==> config.mk <==
export PLATFORM = sky130hd
export DESIGN_NAME = div_unit_flat
export DESIGN_NICKNAME = d
export VERILOG_FILES = /design/src/rtl/div_unit_pkg.sv /design/src/rtl/div_unit_if.sv /design/src/rtl/div_unit.sv /design/src/flat_wrapper.sv
export SDC_FILE = /design/constraint.sdc
export NUM_CORES = 1
export LEC_CHECK = 0
export CAP_MARGIN = 15
export CELL_PAD_IN_SITES_DETAIL_PLACEMENT = 1
export CELL_PAD_IN_SITES_GLOBAL_PLACEMENT = 1
export CORE_ASPECT_RATIO = 0.5
export CORE_MARGIN = 2
export CORE_UTILIZATION = 43
export DETAILED_ROUTE_END_ITERATION = 12
export DONT_BUFFER_PORTS = 1
export PLACE_DENSITY_LB_ADDON = 0.2
export SLEW_MARGIN = 20
export SYNTH_ARGS = -nofsm -noshare
export SYNTH_HDL_FRONTEND = slang
export SYNTH_SLANG_ARGS = --single-unit
==> constraint.sdc <==
create_clock -name clk -period 4.6 [get_ports clk]
set_clock_uncertainty 0.2 [all_clocks]
set_input_delay 1.38 -clock clk [delete_from_list [all_inputs] [get_ports clk]]
set_output_delay 1.38 -clock clk [all_outputs]
set_load 0.03 [all_outputs]
==> src/rtl/div_unit_pkg.sv <==
// Shared constants, FSM encoding and funct3 helpers for the RV32M divider.
package div_unit_pkg;

  localparam int unsigned DATA_W     = 32;
  localparam int unsigned REG_ADDR_W = 5;
  localparam int unsigned FUNCT3_W   = 3;
  localparam int unsigned CNT_W      = 6;

  // funct3 encodings of the M-extension divide group
  localparam logic [FUNCT3_W-1:0] INST_DIV  = 3'b100;
  localparam logic [FUNCT3_W-1:0] INST_DIVU = 3'b101;
  localparam logic [FUNCT3_W-1:0] INST_REM  = 3'b110;
  localparam logic [FUNCT3_W-1:0] INST_REMU = 3'b111;

  localparam logic [DATA_W-1:0] ZERO_WORD = '0;

  typedef enum logic [1:0] {
    S_IDLE  = 2'd0,
    S_START = 2'd1,
    S_CALC  = 2'd2,
    S_END   = 2'd3
  } state_t;

  // Signed variants: DIV and REM
  function automatic logic is_signed_op(input logic [FUNCT3_W-1:0] f3);
    return (f3 == INST_DIV) || (f3 == INST_REM);
  endfunction

  // Remainder variants: REM and REMU
  function automatic logic is_rem_op(input logic [FUNCT3_W-1:0] f3);
    return (f3 == INST_REM) || (f3 == INST_REMU);
  endfunction

  // Unrecognised funct3 codes are executed as DIVU
  function automatic logic [FUNCT3_W-1:0] legal_funct3(input logic [FUNCT3_W-1:0] f3);
    logic [FUNCT3_W-1:0] r;
    r = INST_DIVU;
    if ((f3 == INST_DIV) || (f3 == INST_DIVU) || (f3 == INST_REM) || (f3 == INST_REMU))
      r = f3;
    return r;
  endfunction

endpackage

==> src/rtl/div_unit_if.sv <==
// Execute-stage <-> divider request/result bundle.
interface div_unit_if
  import div_unit_pkg::*;
#(
  parameter int unsigned WIDTH = DATA_W
) ();

  logic                  div_start_i;
  logic [FUNCT3_W-1:0]   div_funct3_i;
  logic [WIDTH-1:0]      div_dividend_i;
  logic [WIDTH-1:0]      div_divisor_i;
  logic [REG_ADDR_W-1:0] div_rd_addr_i;
  logic                  div_flush_i;

  logic                  div_busy_o;
  logic                  div_done_o;
  logic                  div_rd_wr_en_o;
  logic [REG_ADDR_W-1:0] div_rd_addr_o;
  logic [WIDTH-1:0]      div_result_o;

  // Execute stage / control side
  modport master (
    output div_start_i, div_funct3_i, div_dividend_i, div_divisor_i,
           div_rd_addr_i, div_flush_i,
    input  div_busy_o, div_done_o, div_rd_wr_en_o, div_rd_addr_o, div_result_o
  );

  // Divider side
  modport slave (
    input  div_start_i, div_funct3_i, div_dividend_i, div_divisor_i,
           div_rd_addr_i, div_flush_i,
    output div_busy_o, div_done_o, div_rd_wr_en_o, div_rd_addr_o, div_result_o
  );

endinterface

==> src/rtl/div_unit.sv <==
// Multi-cycle radix-2 restoring divider for DIV/DIVU/REM/REMU.
module div_unit
  import div_unit_pkg::*;
#(
  parameter int unsigned WIDTH = DATA_W
) (
  input  logic       clk,
  input  logic       rst,
  div_unit_if.slave  bus
);

  localparam logic [WIDTH-1:0] ALL_ONES = '1;
  localparam logic [WIDTH-1:0] MIN_NEG  = {1'b1, {(WIDTH-1){1'b0}}};
  localparam logic [CNT_W-1:0] LAST_IT  = CNT_W'(WIDTH - 1);

  // Two's-complement negate, shared by operand and result correction
  function automatic logic [WIDTH-1:0] negate(input logic [WIDTH-1:0] v);
    return (~v) + WIDTH'(1);
  endfunction

  state_t                state, state_next;

  logic [FUNCT3_W-1:0]   op_q;
  logic [WIDTH-1:0]      dvd_q;      // dividend, shifted into the quotient
  logic [WIDTH-1:0]      dvs_q;      // divisor magnitude
  logic [WIDTH-1:0]      rem_q;      // partial remainder
  logic [CNT_W-1:0]      cnt_q;
  logic [REG_ADDR_W-1:0] rd_q;
  logic                  neg_q_q;
  logic                  neg_r_q;

  logic                  accept;
  logic                  op_signed;
  logic                  dvs_zero;
  logic                  overflow;
  logic [WIDTH:0]        shifted;
  logic [WIDTH:0]        diff;
  logic [WIDTH-1:0]      quo_fix;
  logic [WIDTH-1:0]      rem_fix;
  logic                  busy;
  logic                  done;

  assign accept    = bus.div_start_i && !bus.div_flush_i;
  assign op_signed = is_signed_op(op_q);
  assign dvs_zero  = (dvs_q == ZERO_WORD);
  assign overflow  = op_signed && (dvd_q == MIN_NEG) && (dvs_q == ALL_ONES);

  // One restoring step: shift in the next dividend bit and trial-subtract
  assign shifted = {rem_q, dvd_q[WIDTH-1]};
  assign diff    = shifted - {1'b0, dvs_q};

  // Sign correction of the final quotient and remainder
  assign quo_fix = neg_q_q ? negate(dvd_q) : dvd_q;
  assign rem_fix = neg_r_q ? negate(rem_q) : rem_q;

  // State register
  always_ff @(posedge clk) begin
    if (rst) state <= S_IDLE;
    else     state <= state_next;
  end

  // Next-state and state-decoded status
  always_comb begin
    state_next = state;
    busy       = 1'b0;
    done       = 1'b0;
    unique case (state)
      S_IDLE: begin
        if (accept) state_next = S_START;
      end
      S_START: begin
        busy = 1'b1;
        if (bus.div_flush_i)            state_next = S_IDLE;
        else if (dvs_zero || overflow)  state_next = S_END;
        else                            state_next = S_CALC;
      end
      S_CALC: begin
        busy = 1'b1;
        if (bus.div_flush_i)       state_next = S_IDLE;
        else if (cnt_q == LAST_IT) state_next = S_END;
      end
      S_END: begin
        done       = 1'b1;
        state_next = S_IDLE;
      end
      default: state_next = S_IDLE;
    endcase
  end

  // Operand capture, special-case setup and iteration datapath
  always_ff @(posedge clk) begin
    if (rst) begin
      op_q    <= INST_DIVU;
      dvd_q   <= ZERO_WORD;
      dvs_q   <= ZERO_WORD;
      rem_q   <= ZERO_WORD;
      cnt_q   <= '0;
      rd_q    <= '0;
      neg_q_q <= 1'b0;
      neg_r_q <= 1'b0;
    end else begin
      unique case (state)
        S_IDLE: begin
          if (accept) begin
            op_q  <= legal_funct3(bus.div_funct3_i);
            dvd_q <= bus.div_dividend_i;
            dvs_q <= bus.div_divisor_i;
            rd_q  <= bus.div_rd_addr_i;
          end
        end
        S_START: begin
          cnt_q <= '0;
          if (dvs_zero) begin
            // x/0: quotient all ones, remainder is the dividend
            rem_q   <= dvd_q;
            dvd_q   <= ALL_ONES;
            neg_q_q <= 1'b0;
            neg_r_q <= 1'b0;
          end else if (overflow) begin
            // MIN/-1: quotient MIN, remainder zero
            rem_q   <= ZERO_WORD;
            dvd_q   <= MIN_NEG;
            neg_q_q <= 1'b0;
            neg_r_q <= 1'b0;
          end else begin
            rem_q <= ZERO_WORD;
            if (op_signed) begin
              dvd_q   <= dvd_q[WIDTH-1] ? negate(dvd_q) : dvd_q;
              dvs_q   <= dvs_q[WIDTH-1] ? negate(dvs_q) : dvs_q;
              neg_q_q <= dvd_q[WIDTH-1] ^ dvs_q[WIDTH-1];
              neg_r_q <= dvd_q[WIDTH-1];
            end else begin
              neg_q_q <= 1'b0;
              neg_r_q <= 1'b0;
            end
          end
        end
        S_CALC: begin
          cnt_q <= cnt_q + CNT_W'(1);
          dvd_q <= {dvd_q[WIDTH-2:0], ~diff[WIDTH]};
          if (!diff[WIDTH]) rem_q <= diff[WIDTH-1:0];
          else              rem_q <= shifted[WIDTH-1:0];
        end
        default: ;
      endcase
    end
  end

  assign bus.div_busy_o     = busy;
  assign bus.div_done_o     = done;
  assign bus.div_rd_wr_en_o = done;
  assign bus.div_rd_addr_o  = rd_q;
  assign bus.div_result_o   = !done         ? ZERO_WORD :
                              is_rem_op(op_q) ? rem_fix : quo_fix;

endmodule

==> src/flat_wrapper.sv <==
// flat-port wrapper written by rule: the top's interface ports become plain ports
module div_unit_flat import div_unit_pkg::*;
#(
  parameter int unsigned WIDTH = DATA_W
)
  (clk, rst, bus_div_start_i, bus_div_funct3_i, bus_div_dividend_i, bus_div_divisor_i, bus_div_rd_addr_i, bus_div_flush_i, bus_div_busy_o, bus_div_done_o, bus_div_rd_wr_en_o, bus_div_rd_addr_o, bus_div_result_o);
  div_unit_if #(.WIDTH(WIDTH)) bus_i ();
  input  logic clk;
  input  logic rst;
  input wire logic [$bits(bus_i.div_start_i)-1:0] bus_div_start_i;
  input wire logic [$bits(bus_i.div_funct3_i)-1:0] bus_div_funct3_i;
  input wire logic [$bits(bus_i.div_dividend_i)-1:0] bus_div_dividend_i;
  input wire logic [$bits(bus_i.div_divisor_i)-1:0] bus_div_divisor_i;
  input wire logic [$bits(bus_i.div_rd_addr_i)-1:0] bus_div_rd_addr_i;
  input wire logic [$bits(bus_i.div_flush_i)-1:0] bus_div_flush_i;
  output wire logic [$bits(bus_i.div_busy_o)-1:0] bus_div_busy_o;
  output wire logic [$bits(bus_i.div_done_o)-1:0] bus_div_done_o;
  output wire logic [$bits(bus_i.div_rd_wr_en_o)-1:0] bus_div_rd_wr_en_o;
  output wire logic [$bits(bus_i.div_rd_addr_o)-1:0] bus_div_rd_addr_o;
  output wire logic [$bits(bus_i.div_result_o)-1:0] bus_div_result_o;
  assign bus_i.div_start_i = bus_div_start_i;
  assign bus_i.div_funct3_i = bus_div_funct3_i;
  assign bus_i.div_dividend_i = bus_div_dividend_i;
  assign bus_i.div_divisor_i = bus_div_divisor_i;
  assign bus_i.div_rd_addr_i = bus_div_rd_addr_i;
  assign bus_i.div_flush_i = bus_div_flush_i;
  assign bus_div_busy_o = bus_i.div_busy_o;
  assign bus_div_done_o = bus_i.div_done_o;
  assign bus_div_rd_wr_en_o = bus_i.div_rd_wr_en_o;
  assign bus_div_rd_addr_o = bus_i.div_rd_addr_o;
  assign bus_div_result_o = bus_i.div_result_o;
  div_unit #(.WIDTH(WIDTH)) u_core (.clk(clk), .rst(rst), .bus(bus_i));
endmodule
==> implementation parameters, run 1 <==
Parameter                              Value

Clock network
  Master cell of the clock root buffer ... clkbuf_16
  Number of clock sinks seen by CTS ... ~110
  Number of buffers created by CTS ... 17
  Maximum buffer depth of the clock tree ... 2
  Clock latency of the later-clocked register in the worst-skew pair ... around 0.45 ns
  Post-CTS Hold Fix Bufs ... 0
  Maximum level of the CTS H-tree ... 4
  Clock slew at the register clock pins of the worst setup and hold paths ... 0.06 ns
  Clock tree from TritonCTS ... yes

Yosys
  Post-synthesis xor/xnor area fraction ... between 8 and 9%
  Number of unique standard cell types used by synthesis ... 79
  Synth Area in Adders ... 5.20%
  Netlist area before placement ... 10500 µm²
  Fraction of the mapped netlist area in compound gates ... 29.9%
  Mean cell area of the mapped netlist ... roughly 7.2 µm²
  Leading cell type by number of instances after synthesis ... nand2_1
  Proportion of synthesized flip-flops having asynchronous set or reset ... 0%
  Ranking of synthesized cells by instance count ... nand2_1, nor2_1, dfxtp_1, a21oi_1, clkbuf_1
  Number of warning messages in the yosys log ... 0
  Share of synthesized cell area in and, or, nand and nor gates ... 24.2%
  Share of synthesized area spent on multiplexers ... about 3.0%
  Seq/Total Area, Yosys ... 21.8%
  Count of mapped cells out of synthesis ... 1460
  Synthesized netlist net count ... 1579
  Library cell occupying the most area in the post-synthesis netlist ... dfxtp_1
  Combinational family with the most area after synthesis ... compound AO/OA/AOI/OAI gates
  Cells taking the most area after synthesis ... dfxtp_1, nand2_1, a21oi_1
  FF+latch count, synth ... 114
  Most used DFF post-synth ... dfxtp_1
  Proportion of netlist area held by the largest area contributor ... 21.8%
  Count of flip-flops with a built-in enable after synthesis ... 0

STA
  Max-Slew Margin vs Limit ... roughly 36%
  Setup slack of the critical path after layout ... -0.268 ns
  Number of failing hold endpoints at the final stage ... 0
  Hold Worst Slack ... a little over 0.3 ns
  Setup violation total in the final timing report ... 14
  Worst-margin pin slew ... 0.953 ns
  Final worst-path cycle share ... 106%
  Slew Limit Fails ... 0
  Sum of negative setup slack ... -2.23 ns
  Unrepaired setup endpoints after global routing ... yes
  Achievable frequency ... a little over 200 MHz
  Min cycle time layout ... a little under 5 ns

Setup path
  Max stage delay cell, worst path ... or4_4
  Worst-path fanout max ... 3
  Arrival time of data at the critical path endpoint ... 3.29 ns
  Startpoint of the most critical setup path ... u_core.rem_q[9]
  Critical R2R Capture ... u_core.rem_q[15]
  Required time of the critical path ... roughly 3.0 ns
  Worst Reg2Reg Path Length in Cells ... 10
  Critical register-to-register path startpoint ... u_core.rem_q[18]
  Element type at the critical path end ... primary output
  Critical Path, Cell by Cell ... nor4_4 -> or3b_4 -> or4_4 -> nor4_4 -> buf_4 -> or2b_4 -> o31ai_2 -> xor2_1 -> o22ai_2 -> buf_6
  Maximum cell stage delay along the critical path ... 0.46 ns
  Startpoint types ... flip-flop
  Destination of the critical timing path ... bus_div_result_o[20]
  Crit-path most repeated cell ... nor4_4
  Worst reg2reg setup slack ... 0.43 ns
  Critical Setup Path Class ... flip-flop to primary output

Global route
  GRT Residual Overflow ... 0
  Global-route wire length before repair ... between 60 and 70 mm
  Number of global-route vias before repair ... 11.3k
  Initial antenna violation count ... 0
  Largest net degree at the start of global routing ... 112
  Total GRT Usage ... 33.9%

Die
  Starting utilization of the core area ... 43.8%
  Die footprint ... 25700 µm²
  Floorplan row count ... 40
  Floorplan die width ... approximately 220 µm
  Die Y-Extent ... 114 µm
  Top-level I/O count ... ~120
  Placeable core area ... 24000 µm²

Placement
  Routability congestion estimate ... ~0.90
  Minimum setup slack after placement ... between 0.03 and 0.04 ns
  Number of buffer cells added on primary ports ... 0
  HPWL after detailed placement ... 31.8 mm
  Placed cell areas ... 11000 µm²

Finish
  Count of fill cells added during filler insertion ... 2986
  Final Core Density ... 50.1%
  Layout cell share with drive strength beyond 1 ... 14.4%
  Area delta synth->final ... 14.6%
  Non-Filler Cell Area, Final ... about 12000 µm²
  Nets@finish ... 1567
  Number of diodes added for antenna fixing ... 0

Power and ir drop
  Power Internal ... 0.00356 W
  Power share of the clock group ... between 20% and 30%
  Largest voltage drop on the vdd net ... between 0.3 and 0.4 mV
  Switching power ... roughly 0.003 W
  Proportion of power drawn by combinational gates ... around 54%
  Proportion of power drawn by flip-flops and latches ... 21.5%
  Power per unit of standard cell area ... 544 nW/µm²
  Leakage power of the design ... between 4 and 5 nW
  Net Sw Frac ... a little under half

Routing
  DRT iter0 DRCs ... 1159
  Routed wirelength normalized by instance count ... 24.5 µm
  Post-DRT Antenna Nets ... 0
  Via count normalized by instance count ... 6.52
  Number of design rule violations left after detail routing ... 0
  Number of vias after detailed routing ... 11.6k
  Total wire length ... ~44 mm
  Detailed Routing Iterations Pass 1 ... 5

Flow run
  Maxcap violations ... 0

Hold path
  Worst hold path type ... flip-flop to flip-flop

Run status
  Violated checks ... negative setup slack
  Outcome ... finished, violations left
[cell usage in the layout, fill, tap and decap left out, types with 19 or more instances in the layout]
cell type / instances
xnor2_1: 56
a21oi_1: 104
a211oi_1: 19
nor2_1: 136
mux2i_1: 20
ha_1: 41
o31ai_1: 20
buf_4: 79
nor3_1: 28
nand2_1: 186
a221oi_1: 27
inv_1: 66
nand4_1: 21
dfxtp_1: 112
xor2_1: 47
and3_1: 19
o21ai_0: 91
nand3_1: 26
[routing by layer]
metal	global-route usage [%]	up-vias	wire [µm]
met4	8.92	0	700
li1	-	5303	-
met3	8.60	50	3830
met2	49.1	472	17900
met5	0	-	0
met1	49.6	5762	21100
[final cells by class]
cell class / instances / area [µm²] / area share (%)
Multi-Input combinational cell: 1159 / 7680 / 63.9
Sequential cell: 114 / 2280 / 19.0
Timing Repair Buffer: 89 / 723 / 6.02
Clock buffer: 23 / 488 / 4.06
Tap cell: 315 / 394 / 3.28
Inverter: 67 / 251 / 2.09
Clock inverter: 9 / 199 / 1.66
[worst min-delay path by stage]
| stage | from | end | slack (ns) | cells after the start |
|---|---|---|---|---|
| after floorplan | u_core.op_q[1] | u_core.op_q[1] | 0.27 | 2 |
| after global placement | u_core.op_q[1] | u_core.op_q[1] | 0.28 | 2 |
| after detailed placement | u_core.op_q[1] | u_core.op_q[1] | 0.30 | 2 |
| after CTS | u_core.op_q[1] | u_core.op_q[1] | 0.32 | 2 |
| after global routing | u_core.op_q[1] | u_core.op_q[1] | 0.34 | 2 |
| final | u_core.op_q[1] | u_core.op_q[1] | 0.31 | 2 |
[timing repair]
item | CTS | global route
buffers inserted | 3 | 9
pin swaps | 8 | 14
endpoints found under the setup margin | 14 | 18
gates resized for setup | 31 | 21
[critical path: cells and delay by family, from the launching register on]
| family | cells | cell delay (ns) |
|---|---|---|
| simple gates | 5 | 1.59 |
| compound gates | 2 | 0.32 |
| buf+inv | 2 | 0.34 |
| flops | 1 | 0.34 |
| xor+xnor | 1 | 0.23 |
[flip-flops by register name, summed over array words and instances (netlist names)]
| register | count |
|---|---|
| u_core.cnt_q | 6 |
| u_core.dvd_q | 32 |
| u_core.bus.div_rd_addr_o | 5 |
| u_core.neg_q_q | 1 |
| u_core.op_q | 3 |
| u_core.dvs_q | 32 |
| u_core.neg_r_q | 1 |
| u_core.rem_q | 32 |
| u_core.state | 2 |
[power by group through the flow]
stage	clock, W	combinational (W)	sequential (W)
CTS	0.00162	0.00338	0.00139
global route	0.00167	0.00383	0.00142
global placement	0	0.00319	0.00139
finish	0.00161	0.00353	0.00140
floorplan	0	0.00244	0.00128
detailed placement	0	0.00328	0.00140
[stage by stage]
stage	std cells	power, W
4_1_cts	1767	0.00638
3_3_place_gp	1732	0.00457
2_1_floorplan	1460	0.00371
5_1_grt	1776	0.00692
6_report	1776	0.00654
3_5_place_dp	1732	0.00468
[logic make-up after synthesis]
| family | Yosys count |
|---|---|
| AND/OR/NAND/NOR | 531 |
| AO/OA/AOI/OAI | 449 |
| buffers and inverters | 187 |
| flip-flops | 114 |
| XOR/XNOR | 106 |
| adder cells (fa/ha/maj) | 43 |
| multiplexers | 30 |
No activity file was read; power rests on OpenSTA's default activity.
==> inputs of run 2 (changes only) <==
TNS_END_PERCENT = 10   (was unset)
==> run 2 against run 1 <==
- the flow still finishes with violations (negative setup slack)
- clock power fell by 17%
- register-to-register slack got worse by 0.19 ns
- critical path depth is the same
- largest cell class unchanged
- worst hold slack improved by 0.020 ns
- combinational power decreased by 4%
- worst setup slack got worse by 0.078 ns
- first-iteration DRC count shrank 0.86%
- flip-flop and latch count stayed put
- sequential share of layout area rose by 0.52 points
- utilization decreased by 1.3 points
- routed wire length is 0.15% lower
==> implementation parameters, run 2 (synthesis gave the netlist of run 1 again) <==
Parameter                              Value

Run status
  Outcome ... finished, violations left
  Violated checks ... negative setup slack

Global route
  Total GRT Usage ... 33.9% (about the same)
  Initial antenna violation count ... 1 (+1)
  Number of global-route vias before repair ... 11.3k (-0.16%)
  Global-route wire length before repair ... 67.0 mm (about the same)
  GRT Residual Overflow ... 0 (unchanged)
  Largest net degree at the start of global routing ... 112 (unchanged)

Hold path
  Cell depth of the worst hold path ... 2 (unchanged)
  Hold Path Origin ... u_core.cnt_q[4]
  Worst hold endpoint ... u_core.cnt_q[4]
  Worst hold path type ... flip-flop to flip-flop

Die
  Die footprint ... 25700 µm² (unchanged)
  Floorplan die width ... 225 µm (unchanged)
  Floorplan row count ... 40 (unchanged)
  Top-level I/O count ... 116 (unchanged)
  Placeable core area ... 24000 µm² (unchanged)
  Die Y-Extent ... 114 µm (unchanged)
  Starting utilization of the core area ... 43.8% (unchanged)

STA
  Max-Slew Margin vs Limit ... 43.4% (+7.0 points)
  Setup violation total in the final timing report ... 15 (+1)
  Achievable frequency ... 202 MHz (-1.6%)
  Slew Limit Fails ... 0 (unchanged)
  Setup slack of the critical path after layout ... -0.346 ns (-0.0783 ns)
  Number of failing hold endpoints at the final stage ... 0 (unchanged)
  Unrepaired setup endpoints after global routing ... yes
  Min cycle time layout ... 4.95 ns (+0.0783 ns)
  Final worst-path cycle share ... 108% (+1.7 points)
  Sum of negative setup slack ... -3.73 ns (-1.50 ns)
  Worst-margin pin slew ... 0.840 ns (-0.113 ns)

Flow run
  Maxcap violations ... 0 (unchanged)

Power and ir drop
  Power share of the clock group ... 21.7% (-2.9 points)
  Power Internal ... 0.00319 W (-11%)
  Largest voltage drop on the vdd net ... 0.289 mV (-16%)
  Net Sw Frac ... 47.9% (+2.4 points)
  Leakage power of the design ... 4.50 nW (-3.1%)
  Power per unit of standard cell area ... 524 nW/µm² (-3.8%)
  Proportion of power drawn by flip-flops and latches ... 22.8% (+1.3 points)
  Switching power ... 0.00294 W (-1.4%)
  Proportion of power drawn by combinational gates ... 55.5% (+1.6 points)
  Total power of the final layout ... 0.00613 W (-6.4%)

Clock network
  Maximum buffer depth of the clock tree ... 2 (unchanged)
  Clock slew at the register clock pins of the worst setup and hold paths ... 0.06 ns (about the same)
  Number of buffers created by CTS ... 17 (unchanged)
  Master cell of the clock root buffer ... clkbuf_16
  Maximum level of the CTS H-tree ... 4 (unchanged)
  Number of clock sinks seen by CTS ... 114 (unchanged)
  Post-CTS Hold Fix Bufs ... 0 (unchanged)
  Clock latency of the later-clocked register in the worst-skew pair ... 0.46 ns (about the same)
  Clock tree from TritonCTS ... yes

Finish
  Most common library cell in the layout ignoring fill and taps ... nand2_1
  Multi-input logic area ... 7600 µm² (-1.1%)
  Layout cell share with drive strength beyond 1 ... 12.8% (-1.6 points)
  Largest registers ranked by flip-flop count ... u_core.dvd_q x32, u_core.dvs_q x32, u_core.rem_q x32
  Area delta synth->final ... 11.5%
  Final standard cell count with taps included and fillers excluded ... 1765 (-0.62%)
  Area of all sequential standard cells ... 2280 µm² (unchanged)
  Count of fill cells added during filler insertion ... 3052 (+2.2%)
  Nets@finish ... 1555 (-0.77%)
  Top library cells by usage in the layout, fill and taps aside ... nand2_1, nor2_1, dfxtp_1

Routing
  Number of vias after detailed routing ... 11.5k (-0.84%)
  Number of design rule violations left after detail routing ... 0 (unchanged)
  Total wire length ... 43.5 mm (-0.15%)
  Routed wirelength normalized by instance count ... 24.6 µm (+0.47%)
  DRT iter0 DRCs ... 1149 (-0.86%)
  Detailed Routing Iterations Pass 1 ... 5 (unchanged)
  Via count normalized by instance count ... 6.51 (-0.22%)
  Post-DRT Antenna Nets ... 0 (unchanged)

Setup path
  Startpoint types ... flip-flop
  Element type at the critical path end ... primary output
  Arrival time of data at the critical path endpoint ... 3.37 ns (+0.08 ns)
  Worst reg2reg setup slack ... 0.24 ns (-0.19 ns)
  Critical R2R Capture ... u_core.dvs_q[26]
  Worst Reg2Reg Path Length in Cells ... 11 (+1)
  Critical Setup Path Class ... flip-flop to primary output
  Critical register-to-register path startpoint ... u_core.dvs_q[1]
  Required time of the critical path ... 3.02 ns (about the same)
  Worst-path fanout max ... 4 (+1)

Placement
  Placed cells ... 1731 (-0.058%)
  HPWL after detailed placement ... 32.0 mm (+0.55%)
  Number of buffer cells added on primary ports ... 0 (unchanged)
  Routability congestion estimate ... 0.919 (+2.2%)
run 2: cell types whose count changed in the layout (fill, tap and decap cells not counted), moves of 4 or more:
cell,before,now
clkinvlp_4,0,6
buf_4,79,72
bufinv_16,6,1
buf_6,8,4
o21ai_2,5,0
o21ai_0,91,95
run 2: worst max-delay path by stage:
stage | slack, ns | end | cells past startpoint | start
after floorplan | -0.07 | bus_div_result_o[25] | 10 | u_core.rem_q[6]
after global placement | 0.04 | bus_div_result_o[20] | 10 | u_core.rem_q[6]
after detailed placement | 0.008 | bus_div_result_o[25] | 12 | u_core.rem_q[6]
after CTS | -0.27 | bus_div_result_o[29] | 12 | u_core.rem_q[9]
after global routing | -0.45 | bus_div_result_o[29] | 12 | u_core.rem_q[9]
final | -0.35 | bus_div_result_o[22] | 10 | u_core.rem_q[9]
run 2: layout make-up:
cell class / instances / share of cell area, %
well taps: 315 / 3.37
multi-input cells: 1159 / 64.9
clock inverters: 12 / 0.920
clock buffers: 20 / 3.90
repair buffers: 77 / 5.18
inverters: 67 / 2.15
diodes: 1 / 0.0214
flip-flops and latches: 114 / 19.5
run 2: per-layer routing:
| layer | share of wire (%) | up-vias | wire length [µm] | global-route usage (%) |
|---|---|---|---|---|
| met3 | 8.5 | 36 | 3710 | 9.19 |
| met1 | 49 | 5734 | 21200 | 49.8 |
| met2 | 41 | 454 | 18000 | 49.0 |
| met4 | 1.4 | 0 | 593 | 7.68 |
| met5 | 0 | - | 0 | 0 |
| li1 | - | 5266 | - | - |
run 2: per-stage QoR:
step | util [%] | area, µm² | hold slack, ns | setup slack [ns]
floorplan | - | 10500 | 0.268 | -0.0674
global placement | 45.9 | 11000 | 0.300 | 0.0391
detailed placement | 45.9 | 11000 | 0.312 | 0.00809
CTS | 48.7 | 11700 | 0.331 | -0.266
global route | 48.8 | 11700 | 0.358 | -0.455
finish | 48.8 | 11700 | 0.331 | -0.346
run 2: what timing repair did:
item                                    4_1_cts  5_1_grt
pin swaps                                     3        0
endpoints found under the setup margin       16       17
setup buffers                                 1        0
resized for setup                            20        8
run 2: power by group through the flow:
| stage | logic (W) | registers (W) | clock network (W) |
|---|---|---|---|
| floorplan | 0.00244 | 0.00128 | 0 |
| global placement | 0.00318 | 0.00138 | 0 |
| detailed placement | 0.00326 | 0.00139 | 0 |
| CTS | 0.00332 | 0.00138 | 0.00134 |
| global route | 0.00370 | 0.00141 | 0.00139 |
| finish | 0.00340 | 0.00139 | 0.00133 |
run 2: critical path, cell delays in order (launching register included):
cell and delay [ns]:
dfxtp_2 0.34, nor4_4 0.34, or3b_4 0.43, or4_4 0.47, nor4_4 0.17, buf_4 0.16, or2b_1 0.27, o21ai_0 0.23
xnor2_1 0.09, o211a_1 0.26, buf_12 0.15
